## src/rtl/hazard_forward_unit.sv

```systemverilog
// hazard_forward_unit: operand forwarding select, load-use / scoreboard stall
// detection, a per-register multi-cycle busy scoreboard and stall statistics.
//
// Handshake note: this block has no valid/ready pairs. src_vld qualifies each
// source operand in the same cycle, and mc_issue is a single-cycle strobe that
// the block always accepts. stall and fwd_sel are combinational and valid in
// the same cycle as their inputs. Registered state (busy_vec, stall_cnt,
// stall_max) changes only on the rising clock edge, except for the
// asynchronous reset.
module hazard_forward_unit #(
  parameter int AW      = 3,
  parameter int NSRC    = 2,
  parameter int LATW    = 3,
  parameter int CNT_W   = 16,
  parameter int R0_ZERO = 0
) (
  input  logic                 clk,
  input  logic                 rst_n,
  input  logic [NSRC*AW-1:0]   src_ID_RF,
  input  logic [NSRC-1:0]      src_vld,
  input  logic [AW-1:0]        dest_RF_EX,
  input  logic [AW-1:0]        dest_EX_M,
  input  logic [AW-1:0]        dest_M_WB,
  input  logic                 wb_RF_EX,
  input  logic                 wb_EX_M,
  input  logic                 wb_M_WB,
  input  logic                 ld_RF_EX,
  input  logic                 ld_EX_M,
  input  logic                 mc_issue,
  input  logic [AW-1:0]        mc_dest,
  input  logic [LATW-1:0]      mc_lat,
  input  logic                 cnt_clr,
  output logic [NSRC*2-1:0]    fwd_sel,
  output logic                 stall,
  output logic [(1<<AW)-1:0]   busy_vec,
  output logic [CNT_W-1:0]     stall_cnt,
  output logic [CNT_W-1:0]     stall_max
);

  localparam int NREG = 1 << AW;

  typedef enum logic {RUN = 1'b0, STALL = 1'b1} state_t;

  state_t            state_q;
  state_t            state_d;
  logic [LATW-1:0]   sb_cnt [NREG];
  logic [CNT_W-1:0]  run_q;
  logic [CNT_W-1:0]  run_inc;
  logic [CNT_W-1:0]  cnt_inc;
  logic [NSRC*2-1:0] fwd_raw;
  logic              hazard;

  // A register is busy while its latency count is still running down.
  always_comb begin
    busy_vec = '0;
    for (int r = 0; r < NREG; r++) begin
      busy_vec[r] = (sb_cnt[r] != '0);
    end
  end

  // Per-source forwarding priority and hazard detection; loads in RF_EX and
  // EX_M cannot forward, so a match there is a load-use stall instead.
  always_comb begin
    fwd_raw = '0;
    hazard  = 1'b0;
    for (int i = 0; i < NSRC; i++) begin
      logic [AW-1:0] s;
      logic          act;
      s   = src_ID_RF[i*AW +: AW];
      act = src_vld[i] && !((R0_ZERO != 0) && (s == '0));
      if (act) begin
        if (wb_RF_EX && (dest_RF_EX == s) && !ld_RF_EX)
          fwd_raw[i*2 +: 2] = 2'b01;
        else if (wb_EX_M && (dest_EX_M == s) && !ld_EX_M)
          fwd_raw[i*2 +: 2] = 2'b10;
        else if (wb_M_WB && (dest_M_WB == s))
          fwd_raw[i*2 +: 2] = 2'b11;
        if ((wb_RF_EX && ld_RF_EX && (dest_RF_EX == s)) ||
            (wb_EX_M  && ld_EX_M  && (dest_EX_M  == s)) ||
            busy_vec[s])
          hazard = 1'b1;
      end
    end
    stall   = hazard;
    fwd_sel = hazard ? '0 : fwd_raw;
  end

  // Scoreboard counters: an issue loads the latency (overwriting any running
  // count), every other nonzero count decrements once per cycle.
  always_ff @(posedge clk or negedge rst_n) begin
    if (!rst_n) begin
      for (int r = 0; r < NREG; r++) sb_cnt[r] <= '0;
    end else begin
      for (int r = 0; r < NREG; r++) begin
        if (mc_issue && (mc_dest == AW'(r)) && !((R0_ZERO != 0) && (r == 0)))
          sb_cnt[r] <= mc_lat;
        else if (sb_cnt[r] != '0)
          sb_cnt[r] <= sb_cnt[r] - 1'b1;
      end
    end
  end

  // Stall FSM state register.
  always_ff @(posedge clk or negedge rst_n) begin
    if (!rst_n) state_q <= RUN;
    else        state_q <= state_d;
  end

  // Stall FSM next state: follow the combinational stall.
  always_comb begin
    state_d = state_q;
    if (stall) state_d = STALL;
    else       state_d = RUN;
  end

  // Saturating increments used by the statistics.
  always_comb begin
    run_inc = (run_q == '1) ? run_q : run_q + CNT_W'(1);
    cnt_inc = (stall_cnt == '1) ? stall_cnt : stall_cnt + CNT_W'(1);
  end

  // Statistics: total stalled cycles and the longest run, both saturating;
  // the running maximum already includes the current stall cycle.
  always_ff @(posedge clk or negedge rst_n) begin
    if (!rst_n) begin
      stall_cnt <= '0;
      stall_max <= '0;
      run_q     <= '0;
    end else if (cnt_clr) begin
      stall_cnt <= '0;
      stall_max <= '0;
      run_q     <= '0;
    end else if (stall) begin
      stall_cnt <= cnt_inc;
      run_q     <= run_inc;
      if (run_inc > stall_max) stall_max <= run_inc;
    end else begin
      if ((state_q == STALL) && (run_q > stall_max)) stall_max <= run_q;
      run_q <= '0;
    end
  end

endmodule

```

## config.mk

```make
export PLATFORM = sky130hd
export DESIGN_NAME = hazard_forward_unit
export DESIGN_NICKNAME = d
export VERILOG_FILES = /design/src/rtl/hazard_forward_unit.sv
export SDC_FILE = /design/constraint.sdc
export NUM_CORES = 1
export LEC_CHECK = 0
export BUFFER_PORTS_ARGS = -buffer_cell sky130_fd_sc_hd__buf_2
export CORE_AREA = 2 2 81 161
export CTS_CLUSTER_DIAMETER = 40
export DETAILED_ROUTE_END_ITERATION = 8
export DIE_AREA = 0 0 83 163
export GPL_ROUTABILITY_DRIVEN = 0
export PLACE_DENSITY = 0.61
export SETUP_SLACK_MARGIN = 0.05
export SYNTH_ARGS = -nofsm -noshare
export SYNTH_HDL_FRONTEND = slang
export SYNTH_SLANG_ARGS = --single-unit
```

## constraint.sdc

```tcl
create_clock -name clk -period 7.6 [get_ports clk]
set_clock_uncertainty 0.2 [all_clocks]
set_input_delay 0.76 -clock clk [delete_from_list [all_inputs] [get_ports clk]]
set_output_delay 0.76 -clock clk [all_outputs]
set_load 0.005 [all_outputs]
```

Word-level counts from Yosys, hierarchy flattened
Cells that the tools add are included.
{ "word_totals": {"register_bits": 73, "input_bits": 32, "elab_cells": 139} }
{ "op_classes": {"n_addsub": 10, "magnitude_cmp": 4, "n_eq_ne": 17, "n_mux": 44, "reduce_logical": 52} }
{ "op_table": {"columns": ["operator", "count"], "rows": [
  ["2-to-1 mux 16 bit", 10],
  ["2-to-1 mux 3 bit", 16],
  ["adder 16 x 1 -> 16 bit, second input constant", 2],
  ["equality test 16 bit, second input constant", 2],
  ["greater-than comparator 16 bit", 2],
  ["nonzero test 3 bit", 9],
  ["logical AND 1 bit", 25],
  ["subtractor 3 x 1 -> 3 bit, second input constant", 8],
  ["equality test 3 bit", 6],
  ["nonzero test 2 bit", 9],
  ["2-to-1 mux 2 bit", 8],
  ["equality test 3 bit, second input constant", 4],
  ["less-than comparator 3 x 4 -> 1 bit, second input constant", 2],
  ["2-to-1 mux 1 bit", 7],
  ["binary-select mux 1 bit (select 3 bit)", 2],
  ["equality test 3 x 2 -> 1 bit, second input constant", 2],
  ["logical OR 1 bit", 4],
  ["2-to-1 mux 4 bit", 1],
  ["AND reduction 2 bit", 2],
  ["equality test 3 x 1 -> 1 bit, second input constant", 1],
  ["logical NOT 3 bit", 1],
  ["!= test 3 x 2 -> 1 bit, second input constant", 1],
  ["logical NOT 1 bit", 2],
  ["!= test 2 bit, second input constant", 1]
]} }

Logic depth before layout (Yosys ltp)
{ "logic_depth": {"depth_word": 10, "mapped_depth": 16} }

Worst setup path before layout
Ideal clock, no wire load.
{ "synth_timing": {"path_type": "flip-flop to flip-flop", "startpoint": "register run_q[7]", "endpoint": "register stall_max[10]", "setup_time_ps": 128, "t_arrival_ps": 3412, "required_time_ps": 7272, "slack_ps": 3861, "path_stages_with_launch": 17, "path_buffers": 2, "synth_period_minus_slack_ps": 3739, "cell_sequence": "dfrtp_1 -> clkbuf_1 -> and4_1 -> and3_1 -> a31oi_1 -> nand3_1 -> nor2_1 -> xor2_1 -> ha_1 -> a211oi_1 -> o21ai_0 -> o211ai_1 -> a41o_1 -> a21oi_4 -> a211oi_2 -> buf_4 -> mux2_1"} }
{ "synth_via": {"elab_chain_cells": 5, "word_cells_on_any_way": 12, "cone_classes": "add/sub (1); order compare (2); eq/ne (2); mux (4); reduce/logical (3)"} }
{ "synth_lines": {"columns": ["element", "line", "rtl"], "rows": [
  ["start, declared", "47", "logic [CNT_W-1:0] run_q;"],
  ["start signal, assigned", "135", "run_q <= run_inc;"],
  ["adder 16 x 1 -> 16 bit / equality test 16 bit (equally long branches)", "118", "run_inc = (run_q == '1) ? run_q : run_q + CNT_W'(1);"],
  ["2-to-1 mux 16 bit", "118", null],
  ["greater-than comparator 16 bit / 2-to-1 mux 16 bit (equally long branches)", "136", "if (run_inc > stall_max) stall_max <= run_inc;"],
  ["!= test 3 x 2 -> 1 bit (no line) / 2-to-1 mux 16 bit (equally long branches)", null, null],
  ["AND reduction 2 bit (no line) / 2-to-1 mux 16 bit (equally long branches)", null, null],
  ["end signal, assigned", "136", null],
  ["end signal, assigned", "138", "if ((state_q == STALL) && (run_q > stall_max)) stall_max <= run_q;"],
  ["end, declared", "37", "output logic [CNT_W-1:0] stall_max"]
]} }
Several ways; a longest one is shown, not always the timed one. The select of a mux whose other input is x is not followed.
A chain may end at the register's enable or synchronous reset.

Worst setup path in the final report
{ "layout_timing": {"startpoint": "register run_q[0]", "endpoint": "register stall_max[1]"} }
Same word-level chain as after synthesis.

==> results list <==
- Routed wire length per instance: 15.97 µm
* Number of primary I/O pins: 77
- In the synthesized netlist the async set-or-reset flop fraction comes to 1.000.
- Number of port buffers: 76
* Critical path arrival: 4.38 ns
* Fin. max-slew vios: 0
- F_max: 0.2292 GHz
- Number of inserted filler cells in the final layout: 1175
- Bufs on Longest Clock Path: 2
- The via count of the first global-routing pass came to 4504.
* Status: finished clean
* Net switching power of the design: 596.8 µW
* Hold violation total from the final report: 0
* Transition time at the pin with the least slew margin: 1.040 ns
- Combinational Power Share: 0.411
- Finished Layout Cells: 827
* Synthesized netlist cell count: 608
- Leakage power summed over all cells: 2.947 nW
- After synthesis the cells add up to 5446 µm².
- Hold/Removal Path Class: flip-flop to flip-flop
* Relative slew slack: 0.3068
- Vias: 4592
- Family with the most delay on the worst path: simple AND/OR/NAND/NOR gates
- Number of standard-cell rows in the floorplan: 58
* Maximum number of pins on one net before global-route repair: 74
- H-tree levels: 3
- In this design, the stage delay of the slowest critical-path cell is 0.40 ns.
* Count of flip-flops with a built-in enable after synthesis: 0
* Cell at the root of the clock tree: clkbuf_16
- Setup repair after global routing left no endpoint under its margin.
* Number of flip-flops and latches in the synthesized netlist: 73
- Of the total power, the share spent switching nets is 0.3649.
- After clock tree synthesis, the clock-pin slew on the worst setup and hold paths is 0.06 ns.
- The multi-input combinational cells in the finished layout cover a total of 3304 µm².
* Share of total power in the clock network: 0.262
* Buffers inserted by post-CTS timing repair: 0
- Critical Path Slowest Stage Cell: dfrtp_1
* CTS sink cnt: 73
- For the worst-skew pair, the clock arrives at the later sink with an insertion delay of 0.34 ns.
- Required arrival time at the worst endpoint: 7.62 ns
- The worst setup path is launched from a flip-flop.
- Averaged over all synthesized cells, the footprint is 8.958 µm².
- Of the total power, registers draw 0.326.
* Number of antenna cells inserted: 0
- Critical path's most frequent cell: nand4_1
- For this run, the total global-route usage over all layers was measured as 0.2060.
- Detailed-routing iteration count for the pre-antenna-repair pass: 5
- Setup violations remaining at the end of the flow were counted as 0.
- For this design the ratio of total power to cell area is 263.4 nW/µm².
* Total power: 1.635 mW
- Global routing finished with a remaining overflow of 0.
- For this run, the register share of the synthesized area comes to 0.3354.
- The worst setup path is of the flip-flop to flip-flop kind.
* Post-synthesis net count: 690
- Core outline area: 12410 µm²
* Hpwl dp: 9707 µm
- Starting density of the core: 0.4389
- Hold is met by 0.3112 ns.
* Internal power consumption: 1.039 mW
- After detailed routing, the number of remaining DRC violations is 0.
- Using the TritonRoute via totals, the vias-per-cell ratio works out to 5.553.
- Including well taps, the total number of placed cells is 812.
- Cell chain of the critical path: ha_1 -> nand4_1 -> nor2_1 -> nand3_1 -> nand4_1 -> xor2_1 -> inv_1 -> ha_1 -> and4_1 -> nand4_1 -> a21o_1 -> a41o_1 -> a21oi_4 -> a211oi_2 -> buf_4 -> a221o_1
* Setup_tns: 0 ns
- The number of buffers and inverters on the critical path is 2.
- The initial antenna violation count came to 0.
- Final period util: 0.5740
- Across the run, the number of max-cap violations was 0.
- Buffers inserted during clock tree synthesis total 9.
- Synthesis-to-finish area growth: 14.01%
- After detailed routing, the total wire length is 13200 µm.
- Util after Layout: 0.5004
* Worst ir drop on vdd: 0.1252 mV
* Die extent in y: 163 µm
- Summing all flip-flop and latch instances after layout gives 1827 µm².
- For this design, the CTS-stage hold fixing added 0 buffers.
- For this run, the leading register cell type out of synthesis is dfrtp_1.
* Layout cells sized above 1: 0.1684
- Clock tree from TritonCTS: yes
* X dimension of the die: 83 µm
- The first global-routing pass estimated 22560 µm of wire.
- Number of nets in the finished design: 755
- Yosys printed 0 warnings.
* Number of nets with antenna violations after detailed routing: 0
- Floorplan die area: 13530 µm²
- Violation count after the first detailed-route iteration: 225
* Critical Path Fanout Max: 11
- Final Critical Period: 4.363 ns
- In this run, post-CTS repair resized a total of 0 instances.
- Distinct cells, synth: 68
- The worst setup path is captured at a flip-flop.
-- final cells by class --
| cell class | instances | area share |
|---|---|---|
| Tap cell | 150 | 0.03022 |
| Sequential cell | 73 | 0.2942 |
| Clock inverter | 2 | 0.006045 |
| Multi-Input combinational cell | 459 | 0.5321 |
| Timing Repair Buffer | 78 | 0.06407 |
| Inverter | 52 | 0.03143 |
| Clock buffer | 13 | 0.04191 |
-- routing by layer --
metal  vias to the layer above  global-route usage  share of wire
met4                         0             0.05961          0.014
li1                       2286                   -              -
met2                       103              0.3358           0.47
met1                      2190              0.2819           0.48
met3                        13             0.03396          0.037
met5                         -                   0              0
-- state kept, by name (all words and copies together), names as in the netlist --
register and cells:
sb_cnt 24, stall_cnt 16, state_q 1, stall_max 16, run_q 16
-- cells in the final DEF, fill, tap and decap left out, types with 11 or more instances in the layout --
cell type   n
a211oi_1   16
a21oi_1    31
and3_1     11
buf_2      75
dfrtp_1    73
ha_1       50
inv_1      50
mux2i_1    16
nand2_1    45
nand2b_1   12
nand3_1    18
nand4_1    16
nor2_1     59
nor2b_1    12
o21ai_0    29
xnor2_1    37
xor2_1     12
-- metrics by stage --
step | worst slack, ns | instance area [µm²]
global placement | 3.545 | 5912
floorplan | 3.861 | 5446
finish | 3.237 | 6210
detailed placement | 3.323 | 5912
CTS | 3.304 | 6210
global route | 2.959 | 6210
-- power by group through the flow --
| stage | Sequential, mW | Clock [mW] | Combinational [mW] |
|---|---|---|---|
| after floorplan | 0.528 | 0 | 0.514 |
| after global placement | 0.538 | 0 | 0.658 |
| after detailed placement | 0.540 | 0 | 0.670 |
| after CTS | 0.534 | 0.441 | 0.677 |
| after global routing | 0.548 | 0.456 | 0.776 |
| final | 0.534 | 0.429 | 0.673 |
-- worst paths after layout --
check / from / end / slack, ns / cells after the start
setup / recovery: run_q[0]$_DFF_PN0_ / stall_max[1]$_DFFE_PN0P_ / 3.24 / 16
hold / removal: stall_max[14]$_DFFE_PN0P_ / stall_max[14]$_DFFE_PN0P_ / 0.31 / 1
setup reg to reg: run_q[0]$_DFF_PN0_ / stall_max[1]$_DFFE_PN0P_ / 3.24 / 16
hold reg to reg: stall_max[14]$_DFFE_PN0P_ / stall_max[14]$_DFFE_PN0P_ / 0.31 / 1
max in group asynchronous: rst_n / stall_max[9]$_DFFE_PN0P_ / 6.20 / 1
min in group asynchronous: rst_n / sb_cnt[20]$_DFFE_PN0P_ / 0.36 / 1
-- logic make-up (layout without fill, tap and decap cells) --
family,Yosys count,count (layout),synth area share
buf+inv,76,145,0.05789
xor+xnor,49,49,0.07880
mux,28,28,0.06248
fa+ha+maj,50,50,0.1149
flops,73,73,0.3354
simple gates,208,208,0.1962
compound gates,124,124,0.1544
-- worst reg2reg max path: stages, from the launching register on --
cell and delay, ns:
dfrtp_1 0.40, ha_1 0.25, nand4_1 0.16, nor2_1 0.38, nand3_1 0.34, nand4_1 0.21, xor2_1 0.26, inv_1 0.08
ha_1 0.28, and4_1 0.22, nand4_1 0.12, a21o_1 0.19, a41o_1 0.26, a21oi_4 0.23, a211oi_2 0.07, buf_4 0.24
a221o_1 0.36
-- Yosys cell counts (2+ instances only) --
master | n | area share
a21oi_1 | 31 | 0.028
dfrtp_1 | 73 | 0.34
and2_1 | 5 | 0.0057
mux2_2 | 2 | 0.0041
buf_1 | 4 | 0.0028
a31o_2 | 4 | 0.0064
ha_1 | 50 | 0.11
buf_4 | 2 | 0.0028
or4_1 | 3 | 0.0041
and4_1 | 9 | 0.014
o21ai_0 | 29 | 0.027
nor2_1 | 59 | 0.041
nor3_1 | 5 | 0.0046
nand3_1 | 18 | 0.017
nand2b_1 | 12 | 0.014
o22ai_1 | 7 | 0.0080
a211oi_2 | 2 | 0.0046
mux2i_1 | 16 | 0.029
nor4_1 | 3 | 0.0034
nor3b_1 | 2 | 0.0028
inv_1 | 50 | 0.034
mux2_1 | 6 | 0.012
a221o_1 | 2 | 0.0037
xor2_1 | 12 | 0.019
xnor2_1 | 37 | 0.059
nand2_1 | 45 | 0.031
buf_2 | 12 | 0.011
mux4_2 | 3 | 0.012
o211ai_1 | 3 | 0.0041
nor2b_1 | 12 | 0.014
nand4b_1 | 3 | 0.0048
clkbuf_1 | 5 | 0.0034
a2111oi_0 | 2 | 0.0032
a21o_1 | 4 | 0.0055
o21a_1 | 3 | 0.0041
and3_1 | 11 | 0.013
a211oi_1 | 16 | 0.022
nand4_1 | 16 | 0.018
Note: power is estimated with default switching activity, not from simulation.
